===== src/rtl/uart_pkg.sv =====
// uart_pkg: shared FSM state encodings, parity-mode constants and default bit divider for the UART transmitter
package uart_pkg;
  typedef enum logic [2:0] {S_IDLE, S_START, S_DATA, S_PARITY, S_STOP} state_t;
  localparam logic [1:0] PAR_NONE = 2'b00;
  localparam logic [1:0] PAR_EVEN = 2'b01;
  localparam logic [1:0] PAR_ODD  = 2'b10;
  localparam int DEF_CLK_DIV = 434;
endpackage


===== src/rtl/uart_fifo.sv =====
// uart_fifo: synchronous FIFO; ports clk rst, push/din in, pop/dout out, full empty count status
module uart_fifo #(
  parameter int WIDTH = 8,
  parameter int DEPTH = 4
) (
  input  logic                     clk,
  input  logic                     rst,
  input  logic                     push,
  input  logic                     pop,
  input  logic [WIDTH-1:0]         din,
  output logic [WIDTH-1:0]         dout,
  output logic                     full,
  output logic                     empty,
  output logic [$clog2(DEPTH):0]   count
);
  localparam int AW = $clog2(DEPTH);
  logic [WIDTH-1:0] mem_q [DEPTH];
  logic [WIDTH-1:0] mem_d [DEPTH];
  logic [AW-1:0] wr_q, wr_d, rd_q, rd_d;
  logic [AW:0] cnt_q, cnt_d;
  logic do_push, do_pop;
  assign full = cnt_q == (AW+1)'(DEPTH);
  assign empty = cnt_q == '0;
  assign count = cnt_q;
  assign dout = mem_q[rd_q];
  assign do_push = push && !full;
  assign do_pop = pop && !empty;
  always_comb begin
    mem_d = mem_q;
    if (do_push) mem_d[wr_q] = din;
    wr_d = wr_q + AW'(do_push);
    rd_d = rd_q + AW'(do_pop);
    cnt_d = cnt_q + (AW+1)'(do_push) - (AW+1)'(do_pop);
  end
  always_ff @(posedge clk) begin
    mem_q <= mem_d;
    if (rst) begin
      wr_q <= '0;
      rd_q <= '0;
      cnt_q <= '0;
    end else begin
      wr_q <= wr_d;
      rd_q <= rd_d;
      cnt_q <= cnt_d;
    end
  end
endmodule


===== src/rtl/uart_tx_fifo.sv =====
// uart_tx_fifo: queued RS232 transmitter; ports clk rst, tx_data/tx_valid/tx_ready push, parity_mode (only with UART_TX_PARITY_EN), busy fifo_count txd
module uart_tx_fifo
  import uart_pkg::*;
#(
  parameter int DATA_BITS  = 8,
  parameter int STOP_BITS  = 1,
  parameter int CLK_DIV    = DEF_CLK_DIV,
  parameter int FIFO_DEPTH = 4
) (
  input  logic                          clk,
  input  logic                          rst,
  input  logic [DATA_BITS-1:0]          tx_data,
  input  logic                          tx_valid,
  output logic                          tx_ready,
`ifdef UART_TX_PARITY_EN
  input  logic [1:0]                    parity_mode,
`endif
  output logic                          busy,
  output logic [$clog2(FIFO_DEPTH):0]   fifo_count,
  output logic                          txd
);
  localparam int CW = $clog2(CLK_DIV);
  state_t state_q, state_d;
  logic [CW-1:0] cnt_q, cnt_d;
  logic [3:0] bidx_q, bidx_d;
  logic [DATA_BITS-1:0] sh_q, sh_d, head;
  logic txd_q, txd_d, full, empty, pop, bit_end;
`ifdef UART_TX_PARITY_EN
  logic par_q, par_d, par_on_q, par_on_d;
`endif
  uart_fifo #(.WIDTH(DATA_BITS), .DEPTH(FIFO_DEPTH)) u_fifo (
    .clk(clk),
    .rst(rst),
    .push(tx_valid && tx_ready),
    .pop(pop),
    .din(tx_data),
    .dout(head),
    .full(full),
    .empty(empty),
    .count(fifo_count)
  );
  assign tx_ready = !full && !rst;
  assign busy = state_q != S_IDLE || !empty;
  assign txd = txd_q;
  assign bit_end = cnt_q == CW'(CLK_DIV-1);
  always_comb begin
    state_d = state_q;
    bidx_d = bidx_q;
    sh_d = sh_q;
    pop = 1'b0;
`ifdef UART_TX_PARITY_EN
    par_d = par_q;
    par_on_d = par_on_q;
`endif
    case (state_q)
      S_IDLE: if (!empty) begin
        pop = 1'b1;
        state_d = S_START;
      end
      S_START: if (bit_end) state_d = S_DATA;
      S_DATA: if (bit_end) begin
        sh_d = sh_q >> 1;
        bidx_d = bidx_q + 1'b1;
`ifdef UART_TX_PARITY_EN
        if (bidx_q == 4'(DATA_BITS-1)) state_d = par_on_q ? S_PARITY : S_STOP;
`else
        if (bidx_q == 4'(DATA_BITS-1)) state_d = S_STOP;
`endif
      end
`ifdef UART_TX_PARITY_EN
      S_PARITY: if (bit_end) state_d = S_STOP;
`endif
      S_STOP: if (bit_end) begin
        bidx_d = bidx_q + 1'b1;
        if (bidx_q == 4'(STOP_BITS-1)) begin
          pop = !empty;
          state_d = empty ? S_IDLE : S_START;
        end
      end
      default: state_d = S_IDLE;
    endcase
    if (pop) begin
      sh_d = head;
`ifdef UART_TX_PARITY_EN
      par_d = (^head) ^ (parity_mode == PAR_ODD);
      par_on_d = parity_mode == PAR_EVEN || parity_mode == PAR_ODD;
`endif
    end
    // the per-bit counter restarts both at each bit boundary and on entry to a new state
    cnt_d = (bit_end || state_d != state_q) ? '0 : cnt_q + 1'b1;
    if (state_d != state_q) bidx_d = '0;
    // txd is computed from next-state values so the registered line changes with the state
    txd_d = 1'b1;
    if (state_d == S_START) txd_d = 1'b0;
    if (state_d == S_DATA) txd_d = sh_d[0];
`ifdef UART_TX_PARITY_EN
    if (state_d == S_PARITY) txd_d = par_d;
`endif
  end
  always_ff @(posedge clk) begin
    if (rst) begin
      state_q <= S_IDLE;
      cnt_q <= '0;
      bidx_q <= '0;
      sh_q <= '0;
      txd_q <= 1'b1;
    end else begin
      state_q <= state_d;
      cnt_q <= cnt_d;
      bidx_q <= bidx_d;
      sh_q <= sh_d;
      txd_q <= txd_d;
    end
  end
`ifdef UART_TX_PARITY_EN
  always_ff @(posedge clk) begin
    if (rst) begin
      par_q <= 1'b0;
      par_on_q <= 1'b0;
    end else begin
      par_q <= par_d;
      par_on_q <= par_on_d;
    end
  end
`endif
endmodule


===== config.mk =====
export PLATFORM = sky130hd
export DESIGN_NAME = uart_tx_fifo
export DESIGN_NICKNAME = d
export VERILOG_FILES = /design/src/rtl/uart_pkg.sv /design/src/rtl/uart_fifo.sv /design/src/rtl/uart_tx_fifo.sv
export SDC_FILE = /design/constraint.sdc
export NUM_CORES = 1
export LEC_CHECK = 0
export BUFFER_PORTS_ARGS = -buffer_cell sky130_fd_sc_hd__buf_2
export CORE_MARGIN = 8
export CORE_UTILIZATION = 48
export CTS_CLUSTER_SIZE = 40
export DETAILED_ROUTE_END_ITERATION = 10
export PLACE_DENSITY = 0.65
export SLEW_MARGIN = 0
export SYNTH_ARGS = -nofsm -noshare
export SYNTH_HDL_FRONTEND = slang
export SYNTH_SLANG_ARGS = --single-unit

===== constraint.sdc =====
create_clock -name clk -period 2.6 [get_ports clk]
set_input_delay 0.26 -clock clk [delete_from_list [all_inputs] [get_ports clk]]
set_output_delay 0.26 -clock clk [all_outputs]
set_load 0.01 [all_outputs]

# [After elaboration in Yosys (flattened, before gate mapping)]
# Index checks and enable logic that the tools add are counted.
[word_totals] regBits=64 inputBits=11 output_inout_bits=6 elab_cells=77
[op_classes] addsub=6 magnitude_cmp=3 n_eq_ne=9 muxes=23 n_bitwise=2 n_reduce_logical=21
[ops] op="$mux W8" n=6
[ops] op="$bwmux W32" n=1
[ops] op="$mux W3" n=6
[ops] op="$bmux W8 S2" n=1
[ops] op="$demux W8 S2" n=1
[ops] op="$pmux W3 S4" n=1
[ops] op="$add A9 B1 Y9 const B" n=1
[ops] op="$eq A9 B9 Y1 const B" n=1
[ops] op="$eq A3 B1 Y1 const B" n=2
[ops] op="$eq A3 B2 Y1 const B" n=2
[ops] op="$eq A3 B3 Y1 const B" n=2
[ops] op="$ge A3 B3 Y1 const B" n=2
[ops] op="$logic_not A3 Y1" n=2
[ops] op="$mux W1" n=6
[ops] op="$not A2 Y3" n=2
[ops] op="$reduce_or A2 Y1" n=3
[ops] op="$logic_and A1 B1 Y1" n=5
[ops] op="$add A2 B1 Y2" n=2
[ops] op="$add A4 B1 Y4 const B" n=1
[ops] op="$eq A4 B3 Y1 const B" n=1
[ops] op="$logic_not A4 Y1" n=1
[ops] op="$reduce_and A2 Y1" n=2
[ops] op="$reduce_bool A2 Y1" n=2
[ops] op="$add A3 B1 Y3" n=1
[ops] op="other kinds (7)" n=10

# [Logic depth before layout (Yosys ltp)]
[logic_depth] word_depth=8 ltp_mapped=12 mapped_depth_nobuf=12

# [Cells and area by module]
# A second synthesis with hierarchy kept.
[unflattened] cells_unflattened=243 hier_area_um2=2944.1
[by_module_without_submodules] module="uart_fifo" instances=1 cells_per_inst=77 area_each_um2=1506.4 seq_area_each_um2=1101.1
[by_module_without_submodules] module="uart_tx_fifo" instances=1 cells_per_inst=166 area_each_um2=1437.6 seq_area_each_um2=500.5

# [Least setup slack after synthesis]
# Ideal clock, no wire load.
[synth_path] path_type="reg2reg" startpoint="register bidx_q[0]" endpoint="register u_fifo.cnt_q[2], in the netlist u_fifo.count[2]" setup_time_ps=128 t_arrival_ps=2313 required_ps=2472 setup_slack_ps=160 stages_incl_launch_ff=13 path_buffers=0 synth_period_minus_slack_ps=2440 path_cell_list="dfxtp_1 -> inv_1 -> ha_1 -> or3b_4 -> o31ai_2 -> a21oi_1 -> a31oi_1 -> ha_1 -> inv_1 -> fa_1 -> xor2_1 -> xnor2_1 -> nor2_1"
[synth_between] elab_chain_cells=6
[synth_lines] item="from (decl)" line_no="uart_tx_fifo.sv:25" source="logic [3:0] bidx_q, bidx_d;"
[synth_lines] item="from (signal assigned)" line_no="uart_tx_fifo.sv:110" source="bidx_q <= bidx_d;"
[synth_lines] item="$logic_not A4 Y1" line_no="uart_tx_fifo.sv:75" source="if (bidx_q == 4'(STOP_BITS-1)) begin"
[synth_lines] item="$mux W1" line_no="uart_tx_fifo.sv:75"
[synth_lines] item="$mux W1" line_no="uart_tx_fifo.sv:73" source="S_STOP: if (bit_end) begin"
[synth_lines] item="$pmux W1 S2" line_no="uart_tx_fifo.sv:55" source="case (state_q)"
[synth_lines] item="$logic_and A1 B1 Y1" line_no="uart_fifo.sv:27" source="assign do_pop = pop && !empty;"
[synth_lines] item="$sub A3 B1 Y3" line_no="uart_fifo.sv:33" source="cnt_d = cnt_q + (AW+1)'(do_push) - (AW+1)'(do_pop);"
[synth_lines] item="to (signal assigned)" line_no="uart_fifo.sv:44" source="cnt_q <= cnt_d;"
[synth_lines] item="to (decl)" line_no="uart_fifo.sv:20" source="logic [AW:0] cnt_q, cnt_d;"
# Every way passes these cells.
# A chain may end at the register's enable or synchronous reset.

# [Final worst setup path]
# Same ends and word-level chain as after synthesis.

==> run_results.csv <==
group,metric,value,unit
timing,drv_slew,0,
route,drc,0,
synth,ys_warn_count,0,
synth,synthArstFlopShare,0,
timing,max-slew-margin-rel,0.574,
floorplanning,die-area,8770,um^2
timing,fin_crit,2.50,ns
synth,synth_seq_area_share,0.553,
global_route,grt_pass1_wl,8770,um
setup_path,path_max_fanout,4,
timing,worst-slew-pin-transition,0.638,ns
placed_design,dpl_cell_area,3100,um^2
layout,layout_commonest_cell,"edfxtp_1",
clock_network,ctsHtreeMaxLevel,3,
synth,ys_types,50,
route,routed_via_density,5.53,
layout,drive_above_1_share,0.305,
clock_network,tritoncts,"done",
placed_design,numPortBuffers,16,
power,powerDensity,938,nW/um^2
placed_design,gp_congestion,0.776,
route,avgRoutedWirePerCell,15.4,um
route,firstDrtPassIters,4,
floorplanning,start_util,0.492,
setup_path,end_kind,"register",
floorplanning,fp.dieW,93.7,um
synth,synth_fa_ha_area_frac,0.0329,
synth,synth_edf_count,32,
synth,synth_top_family_by_area,"simple AND/OR/NAND/NOR gates",
layout,antenna_cells,0,
synth,synth-simple-area-share,0.153,
layout,regArea,1610,um^2
synth,synthTopCellsByArea,"edfxtp_1, dfxtp_1, mux4_2",
floorplanning,core_area,5890,um^2
clock_network,cts_root_buffer,"clkbuf_8",
timing,worst_slack,0.104,ns
layout,fill_cells,475,
timing,timing.setup.tns,0,ns
synth,yosys.area.top_type_share,0.332,
synth,synth_area_leader_cell,"edfxtp_1",
floorplanning,io_pins,17,
timing,period_share,0.960,
flow_run,maxCapViolCount,0,
global_route,antenna_found_initial,0,
placed_design,dp_slack,0.130,ns
synth,synth_area,2890,um^2
clock_network,cts_inserted_buffers,9,
clock_network,clk_pin_slew_worst_paths,0.07,ns
global_route,grtUsageTotal,0.131,
global_route,grt.overflow.total,0,
synth,ys.flop_type,"edfxtp_1",
route,num_vias,1847,
layout,syn2layout_area_growth,16.5,%
power,peakVddDrop,667,uV
layout,multi_input_area,1240,um^2
timing,timing.fmax,0.401,GHz
timing,rsz0062_at_grt,"yes",
global_route,grt_pass1_vias,1847,
synth,synth_fp_nets,241,
setup_path,worstSetupPathType,"register to register",
clock_network,cts.sinks,64,
global_route,grt_max_degree,15,
synth,avgSynthCellArea,13.0,um^2
clock_network,cts_max_path_buffers,2,
layout,final_util,0.573,
min_path,min_path_type,"primary input to register",
route,wl,5160,um
layout,fin_nets,272,
synth,postSynthCellCount,223,
route,drtIter0Drc,113,
timing,finalHoldViolCount,0,
setup_path,critPathRequiredTime,2.83,ns
timing,setup_violations,0,
clock_network,clkLatencyLatePin,0.34,ns
synth,synth_compound_area_frac,0.100,
timing,finalClockSkew,0.00874,ns
placed_design,hpwl,3540,um
floorplanning,rows,28,
setup_path,cp.arrival,2.73,ns
layout,layout_common_cells,"edfxtp_1, dfxtp_1, buf_2",
synth,synth_mux_area_frac,0.0899,
layout,fin_area,3370,um^2
synth,synth_xor_area_frac,0.0424,
power,power.leakage,0.00126,uW
clock_network,postCtsHoldBufs,0,
route,postRouteAntennaNets,0,
setup_path,cp-start-kind,"register",
floorplanning,die_h,93.7,um
synth,ys_ff_latch,64,
run_status,status,"finished, final reports clean",
power breakdown:
part	internal, uW	switching (uW)
logic	428	433
clock network	540	393
registers	1210	161
metrics by stage:
stage / power [uW] / std cells / hold WS, ns
2_1_floorplan: 2030 / 223 / 0.359
3_3_place_gp: 2250 / 315 / 0.474
3_5_place_dp: 2260 / 315 / 0.476
4_1_cts: 3200 / 331 / 0.112
5_1_grt: 3360 / 334 / 0.114
6_report: 3160 / 334 / 0.123
flip-flops by register name, indices dropped and copies added, names as in the netlist:
name	count
u_fifo.mem_q	32
cnt_q	9
sh_q	8
bidx_q	4
state_q	3
u_fifo.count	3
u_fifo.rd_q	2
u_fifo.wr_q	2
txd	1
layout make-up:
class / count / share of cell area
clock buffer: 9 / 0.0367
clock inverter: 7 / 0.0286
inverter: 9 / 0.0100
multi-input combinational: 141 / 0.367
sequential: 64 / 0.477
tap: 75 / 0.0278
timing repair buffer: 29 / 0.0527
routing by layer:
metal | GRT usage | part of all wire
met1 | 0.153 | 0.47
met5 | 0 | 0
met2 | 0.209 | 0.48
met4 | 0.0806 | 0.016
met3 | 0.0360 | 0.039
final timing paths:
path | from | slack, ns | to | cells past startpoint
worst min-delay path | tx_data[5] | 0.12 | u_fifo.mem_q[21] | 1
worst max-delay path | bidx_q[0] | 0.10 | u_fifo.count[2] | 12
worst min register to register | cnt_q[0] | 0.49 | cnt_q[0] | 1
worst max register to register | bidx_q[0] | 0.10 | u_fifo.count[2] | 12
cell families after synthesis:
| logic type | after synthesis |
|---|---|
| fa+ha+maj | 7 |
| compound gates | 37 |
| flops | 64 |
| xor+xnor | 14 |
| mux | 16 |
| buf+inv | 18 |
| simple gates | 67 |
worst max-delay path: stages (launching register included):
cell and delay (ns):
dfxtp_4 0.36, inv_2 0.06, ha_4 0.12, or3b_4 0.39
o31ai_4 0.26, a21oi_1 0.09, a31oi_1 0.16, ha_2 0.19
inv_2 0.04, fa_2 0.34, xor2_1 0.15, xnor2_1 0.16
nor2_1 0.05
synthesized netlist by cell type (2+ instances only):
cell type	instances
inv_1	8
o31ai_1	7
buf_2	4
dfxtp_1	32
a31oi_1	2
nand2b_1	4
edfxtp_1	32
nor4_1	2
a21oi_1	13
mux4_2	8
nand2_1	7
xor2_1	3
and3_1	5
nor3b_1	3
xnor2_1	11
o211ai_1	3
mux2i_1	8
nand3_1	4
ha_1	6
clkbuf_1	3
nor3_1	6
nor2b_1	2
nor2_1	14
nor3_2	10
timing repair:
action,4_1_cts,5_1_grt
resized for setup,0,11
setup buffers,0,3
endpoints found under the hold margin,0,0
endpoints found under the setup margin,0,1
No activity file was read; power rests on OpenSTA's default activity.
